File: config.mk
export PLATFORM = sky130hd
export DESIGN_NAME = i2s_rx
export DESIGN_NICKNAME = d
export VERILOG_FILES = /design/src/rtl/i2s_rx.sv
export SDC_FILE = /design/constraint.sdc
export NUM_CORES = 1
export LEC_CHECK = 0
export CAP_MARGIN = 0
export CORE_UTILIZATION = 55
export DETAILED_ROUTE_END_ITERATION = 7
export PLACE_DENSITY = 0.86
export SETUP_SLACK_MARGIN = 0.4
export SYNTH_ARGS = -nofsm -noshare
export SYNTH_HDL_FRONTEND = slang
export SYNTH_SLANG_ARGS = --single-unit
File: constraint.sdc
create_clock -name clk -period 11.2 [get_ports clk]
set_input_delay 2.24 -clock clk [delete_from_list [all_inputs] [get_ports clk]]
set_output_delay 2.24 -clock clk [all_outputs]
set_load 0.1 [all_outputs]
File: src/rtl/i2s_rx.sv
// Slave-mode I2S receiver: oversamples bclk/lrclk/sdata in the clk domain and emits aligned stereo pairs.
// Optional left-justified framing is compiled in with `define I2S_RX_LJ_EN (adds the lj_mode input).
module i2s_rx #(
    parameter int SAMPLE_WIDTH = 24,
    parameter int SLOT_WIDTH   = 32,
    parameter int SYNC_STAGES  = 2
) (
    input  logic                    clk,
    input  logic                    reset,
    input  logic                    enable,
    input  logic                    bclk,
    input  logic                    lrclk,
    input  logic                    sdata,
`ifdef I2S_RX_LJ_EN
    input  logic                    lj_mode,
`endif
    output logic [SAMPLE_WIDTH-1:0] sample_l,
    output logic [SAMPLE_WIDTH-1:0] sample_r,
    output logic                    sample_valid,
    output logic                    frame_error
);

    localparam int CW = $clog2(SLOT_WIDTH + 1);
    localparam logic [CW-1:0] SLOT_CNT  = CW'(SLOT_WIDTH);
    localparam logic [CW-1:0] SLOT_LAST = CW'(SLOT_WIDTH - 1);

    typedef enum logic [1:0] {IDLE, ALIGN, LEFT, RIGHT} state_t;

    logic [SYNC_STAGES-1:0]  bclk_sync_q, lr_sync_q, sd_sync_q;
    logic                    bclk_prev_q, bit_q, lr_q, sd_q, lr_last_q;
    state_t                  state_q, state_d;
    logic [CW-1:0]           count_q, count_d;
    logic [SAMPLE_WIDTH-1:0] shift_q, shift_d, left_q, left_d;
    logic [SAMPLE_WIDTH-1:0] sample_l_q, sample_l_d, sample_r_q, sample_r_d;
    logic                    valid_q, valid_d, error_q, error_d;
    logic                    lj_active, boundary, nb_event, short_word, word_done, overrun;
    logic [CW-1:0]           cap_last;

`ifdef I2S_RX_LJ_EN
    logic lj_q;
    always_ff @(posedge clk or posedge reset) begin
        if (reset)                lj_q <= 1'b0;
        else if (state_q == IDLE) lj_q <= lj_mode;
    end
    assign lj_active = lj_q;
`else
    assign lj_active = 1'b0;
`endif

    // Synchronise, detect bclk rise, then register the event with its lrclk/sdata so all three stay aligned.
    always_ff @(posedge clk or posedge reset) begin
        if (reset) begin
            bclk_sync_q <= '0;
            lr_sync_q   <= '0;
            sd_sync_q   <= '0;
            bclk_prev_q <= 1'b0;
            bit_q       <= 1'b0;
            lr_q        <= 1'b0;
            sd_q        <= 1'b0;
            lr_last_q   <= 1'b0;
        end else begin
            bclk_sync_q <= {bclk_sync_q[SYNC_STAGES-2:0], bclk};
            lr_sync_q   <= {lr_sync_q[SYNC_STAGES-2:0], lrclk};
            sd_sync_q   <= {sd_sync_q[SYNC_STAGES-2:0], sdata};
            bclk_prev_q <= bclk_sync_q[SYNC_STAGES-1];
            bit_q       <= bclk_sync_q[SYNC_STAGES-1] & ~bclk_prev_q;
            lr_q        <= lr_sync_q[SYNC_STAGES-1];
            sd_q        <= sd_sync_q[SYNC_STAGES-1];
            if (bit_q) lr_last_q <= lr_q;
        end
    end

    // count_q is bit events since the boundary; in LJ mode the boundary bit is already word bit 0.
    assign cap_last   = lj_active ? CW'(SAMPLE_WIDTH - 2) : CW'(SAMPLE_WIDTH - 1);
    assign boundary   = bit_q && (lr_q != lr_last_q);
    assign nb_event   = bit_q && !boundary;
    assign short_word = boundary && (count_q <= cap_last);
    assign word_done  = nb_event && (count_q == cap_last);
    assign overrun    = nb_event && (count_q == SLOT_LAST);

    always_comb begin
        state_d    = state_q;
        count_d    = count_q;
        shift_d    = shift_q;
        left_d     = left_q;
        sample_l_d = sample_l_q;
        sample_r_d = sample_r_q;
        valid_d    = 1'b0;
        error_d    = error_q;

        if (boundary) begin
            count_d = '0;
            if (lj_active) shift_d = {shift_q[SAMPLE_WIDTH-2:0], sd_q};
        end else if (nb_event) begin
            if (count_q <= cap_last) shift_d = {shift_q[SAMPLE_WIDTH-2:0], sd_q};
            if (count_q != SLOT_CNT) count_d = count_q + CW'(1);
        end

        if (!enable) begin
            state_d = IDLE;
            error_d = 1'b0;
        end else begin
            case (state_q)
                IDLE:  state_d = ALIGN;
                ALIGN: if (boundary && !lr_q) state_d = LEFT;
                LEFT: begin
                    if (short_word || overrun) begin
                        error_d = 1'b1;
                        state_d = ALIGN;
                    end else if (boundary && lr_q) begin
                        state_d = RIGHT;
                    end else if (word_done) begin
                        left_d = shift_d;
                    end
                end
                RIGHT: begin
                    if (short_word || overrun) begin
                        error_d = 1'b1;
                        state_d = ALIGN;
                    end else if (boundary) begin
                        state_d = LEFT;
                    end else if (word_done) begin
                        sample_l_d = left_q;
                        sample_r_d = shift_d;
                        valid_d    = 1'b1;
                    end
                end
                default: state_d = IDLE;
            endcase
        end
    end

    always_ff @(posedge clk or posedge reset) begin
        if (reset) begin
            state_q    <= IDLE;
            count_q    <= '0;
            shift_q    <= '0;
            left_q     <= '0;
            sample_l_q <= '0;
            sample_r_q <= '0;
            valid_q    <= 1'b0;
            error_q    <= 1'b0;
        end else begin
            state_q    <= state_d;
            count_q    <= count_d;
            shift_q    <= shift_d;
            left_q     <= left_d;
            sample_l_q <= sample_l_d;
            sample_r_q <= sample_r_d;
            valid_q    <= valid_d;
            error_q    <= error_d;
        end
    end

    assign sample_l     = sample_l_q;
    assign sample_r     = sample_r_q;
    assign sample_valid = valid_q;
    assign frame_error  = error_q;

endmodule
After elaboration in Yosys (flattened, before gate mapping)
Cells that the tools add are included.
{"block": "op_classes", "mux": 21, "magnitude_cmp": 1, "eq_ne": 12, "n_addsub": 1, "n_reduce_logical": 19, "n_bitwise": 5}
{"op": "2-to-1 mux 24 bit", "n": 3}
{"op": "2-to-1 mux 6 bit", "n": 3}
{"op": "equality test 6 x 5 -> 1 bit, second input constant", "n": 2}
{"op": "2-to-1 mux 2 bit", "n": 6}
{"op": "AND reduction 5 bit", "n": 2}
{"op": "2-to-1 mux 1 bit", "n": 8}
{"op": "inequality test 4 bit, second input constant", "n": 2}
{"op": "one-hot mux 2 bit (4 select lines)", "n": 1}
{"op": "logical AND 1 bit", "n": 7}
{"op": "adder 6 x 1 -> 6 bit, second input constant", "n": 1}
{"op": "<= comparator 6 x 5 -> 1 bit, second input constant", "n": 1}
{"op": "inequality test 6 bit, second input constant", "n": 1}
{"op": "equality test 2 bit, second input constant", "n": 2}
{"op": "NOT 1 bit", "n": 4}
{"op": "AND reduction 2 bit", "n": 2}
{"op": "nonzero test 2 bit", "n": 2}
{"op": "inequality test 3 bit, second input constant", "n": 1}
{"op": "AND reduction 3 bit", "n": 1}
{"op": "equality test 2 x 1 -> 1 bit, second input constant", "n": 1}
{"op": "logical NOT 1 bit", "n": 2}
{"op": "logical NOT 2 bit", "n": 1}
{"op": "inequality test 2 x 1 -> 1 bit, second input constant", "n": 1}
{"op": "inequality test 2 bit, second input constant", "n": 1}
{"op": "OR reduction 2 bit", "n": 1}
{"op": "other kinds (3)", "n": 3}
{"block": "totals", "word_cells": 75, "inputBits": 6, "register_bits": 117, "out_inout_bits": 50}

Depth between registers and ports, before layout
{"block": "depth", "word_depth": 10, "ltp_mapped": 7, "ltp_nobuf": 6}

Worst setup path before layout
No wires, ideal clock.
{"block": "synth_path", "path_kind": "input-to-reg", "start": "input port enable", "end": "register left_q[0]", "setup_ns": 0.125, "stages": 5, "arrival_ns": 3.513, "n_path_buf": 1, "required_time_ns": 11.075, "slack_ns": 7.562, "cell_sequence": "nand3b_1 or3_4 nor4_4 buf_2 mux2_2"}
{"block": "synth_via", "elab_chain_cells": 1}
{"item": "from (decl)", "line": "10", "text": "input logic enable,"}
{"item": "AND reduction 5 bit (no source line)"}
{"item": "to (signal assigned)", "line": "147", "text": "left_q <= left_d;"}
{"item": "to (decl)", "line": "33", "text": "logic [SAMPLE_WIDTH-1:0] shift_q, shift_d, left_q, left_d;"}
Every way passes these cells.
A chain may end at the register's enable or synchronous reset.

Final worst setup path
{"block": "layout_path", "start": "register sample_r_q[7], in the netlist sample_r[7]", "end": "output port sample_r[7]"}
{"item": "from (decl)", "line": "34", "text": "logic [SAMPLE_WIDTH-1:0] sample_l_q, sample_l_d, sample_r_q, sample_r_d;"}
{"item": "from (signal assigned)", "line": "149", "text": "sample_r_q <= sample_r_d;"}
{"item": "to (decl)", "line": "18", "text": "output logic [SAMPLE_WIDTH-1:0] sample_r,"}
No word-level cell between the ends.

==> results.md <==
- Status: complete, no violations
- Final setup TNS: 0 ps
- Overall global routing resource usage: 0.218
- Root buf cell: clkbuf_8
- Gr ovfl total: 0
- # rows: 32
- Pre-Repair DR Iteration Count: 4
- Reg2reg end: sample_r[23]
- Vias: ~2500
- Setup crit end kind: output pin
- FMAX: 233 MHz
- Antenna-violating nets left: 0
- Top cell type's share of synthesized area: 0.647
- CTS tree: yes
- Die Ht: 92.7 um
- Power Density: roughly 180 nW/um^2
- N_diodes: 0
- Reg-to-Reg Start: lr_last_q
- First-pass GRT wire length: 14.0 mm
- Setup WS post-layout: 6910 ps
- Final WL: about 8.3 mm
- Crit path to: sample_r[7]
- H-tree depth: 4
- Total nets after synthesis: 288
- Synth Cell Area: 4520 sq um
- Worst Path Buf+Inv: 1
- Dpl hpwl: around 4.8 mm
- Reg2reg setup slack: 8280 ps
- Final Hold Fails: 0
- Hold Crit Class: flop to flop
- Max-Cap Viols: 0
- Iteration-0 DRC Markers: between 100 and 150
- Worst path max stage delay: between 1000 and 1500 ps
- Buffers added on ports: 55
- Post-synth EDFFs: 0
- CP Launch Point: sample_r[7]
- Die Area: approximately 8600 sq um
- Post-Syn Area per Cell: approximately 16 sq um
- Largest net degree at the start of global routing: 83
- Share of cells above drive strength 1: 0.375
- Crit path max-delay family: buffers and inverters
- Cell depth of the worst setup path: 1
- Initial antenna violation count: 0
- Core area: 7850 sq um
- Cell with the most instances after synthesis: dfrtp_1
- Synth Flop Type: dfrtp_1
- Routed WL per cell: 17.9 um
- R2R cell count: 4
- Critical Path RT: approximately 9000 ps
- Synth area leader: dfrtp_1
- Cell variety after synth: 32
- Place WS: ~7000 ps
- Max Fanout on Critical Path: 2
- Max-slew violations: 0
- Setup repair bufs after CTS: 0
- Commonest cells in the netlist: dfrtp_1, mux2_2, mux2_4, o21ai_0, nand2_1
- Number of global-route vias before repair: 2791
- Final worst path period share: 0.383
- Skew final: 7.25 ps
- Final setup fails: 0
- Post-synthesis register bit count: ~120
- Placer Congestion: ~0.84
- Layout Nets: 355
- Post-route DRC: 0
- Mapped Cells: 280
- Cells along the critical path: clkdlybuf4s50_1
- Post-CTS sizing: 0
- Io pins: between 50 and 60
- Seq/Total Area, Yosys: 0.647
- Die Wd: roughly 90 um
- Slew headroom: 0.219
- Synth-to-Final Area Change: 27.4%
- Effective utilization at floorplan: 0.577
- Vias/cell: around 5.5
- FFs w/ async S/R, synth: 1.00
- RSZ-0062 raised after global routing: no
- Actual slew at the worst max-slew pin: around 1200 ps
- Clk_lat worst skew: ~510 ps
- Clock transition at path regs: ~60 ps
- P_leak: about 2.8 nW
- Max VDD drop: around 0.12 mV
- Fin crit period: 4290 ps
- Synth area leaders: dfrtp_1, mux2_2, mux2_4
- Yosys warns: 0
- Crit path kind: flop to output pin
- CTS Sinks: roughly 120
- CTS Buffer Depth: 2
- Hold buffer count at cts: 0
- Critical Path Source Type: flop
- Total CTS buffers: 17
- Worst path arrival time: between 2000 and 2500 ps
- Slowest-stage cell, CP: clkdlybuf4s50_1
==> cell type report <==
cell class	count	area, sq um
clock buffers	19	432
clock inverters	13	173
fillers	510	2080
inverters	4	17.5
multi-input cells	149	1520
flip-flops and latches	117	2930
well taps	102	128
repair buffers	58	573
==> cells by family after synthesis <==
| kind of cell | synth area share |
|---|---|
| buffers and inverters | 0.0183 |
| multiplexers | 0.256 |
| AND/OR/NAND/NOR | 0.0376 |
| adder cells (fa/ha/maj) | 0.00553 |
| XOR/XNOR | 0.00387 |
| flip-flops | 0.647 |
| AO/OA/AOI/OAI | 0.0321 |
==> placed cells by master, fill, tap and decap left out, drive strengths merged, types with 2 or more instances in the layout <==
cell type	n
dfrtp	117
mux2	96
clkdlybuf4s50	55
clkbuf	19
o21ai	9
nand2	8
inv	7
nor2	5
clkinvlp	4
nand3	3
o21a	3
bufinv	3
clkinv	3
buf	3
and3	2
nor2b	2
o31a	2
a32o	2
ha	2
==> sequential cells by signal (all words and copies together), names as in the netlist <==
register / count
bclk_prev_q: 1
bclk_sync_q: 2
bit_q: 1
count_q: 6
frame_error: 1
left_q: 24
lr_last_q: 1
lr_q: 1
lr_sync_q: 2
sample_l: 24
sample_r: 24
sample_valid: 1
sd_q: 1
sd_sync_q: 2
shift_q: 24
state_q: 2
==> how the worst min path moves through the flow <==
stage / end / from / slack (ps) / cells past startpoint
global placement: sd_sync_q[1] / sd_sync_q[0] / 330 / 0
finish: bclk_sync_q[1] / bclk_sync_q[0] / 350 / 0
global route: lr_q / lr_sync_q[1] / 360 / 0
CTS: bclk_sync_q[1] / bclk_sync_q[0] / 350 / 0
detailed placement: bclk_sync_q[1] / bclk_sync_q[0] / 340 / 0
floorplan: bclk_sync_q[1] / bclk_sync_q[0] / 330 / 0
==> report_power, final <==
group / leakage, nW / internal, mW / total, mW / switching, mW
Combinational: 0.937 / 0.0230 / 0.0554 / 0.0325
Clock: 0.282 / 0.347 / 0.542 / 0.195
Sequential: 1.60 / 0.444 / 0.458 / 0.0141
Total: 2.81 / 0.814 / 1.06 / 0.241
==> per-layer routing <==
metal,global-route usage,vias to the layer above,share of wire
li1,-,1134,-
met1,0.262,1319,0.42
met2,0.366,67,0.51
met3,0.0575,20,0.039
met4,0.105,0,0.024
met5,0,-,0
==> worst register-to-register path, delay by kind of cell, from the launching register on <==
family        cells  cell delay, ps
xor+xnor          1             480
flops             1             440
simple gates      1             950
mux               2             930
==> through the flow <==
step           hold WS [ps]  utilization  instance area, sq um  power [mW]  cells
2_1_floorplan           331            -                  4520       0.501    280
3_3_place_gp            333        0.658                  5160       0.514    430
3_5_place_dp            337        0.658                  5160       0.519    430
4_1_cts                 351        0.735                  5770        1.06    462
5_1_grt                 357        0.735                  5770        1.09    462
6_report                348        0.735                  5770        1.06    462
Note: power is estimated with default switching activity, not from simulation.
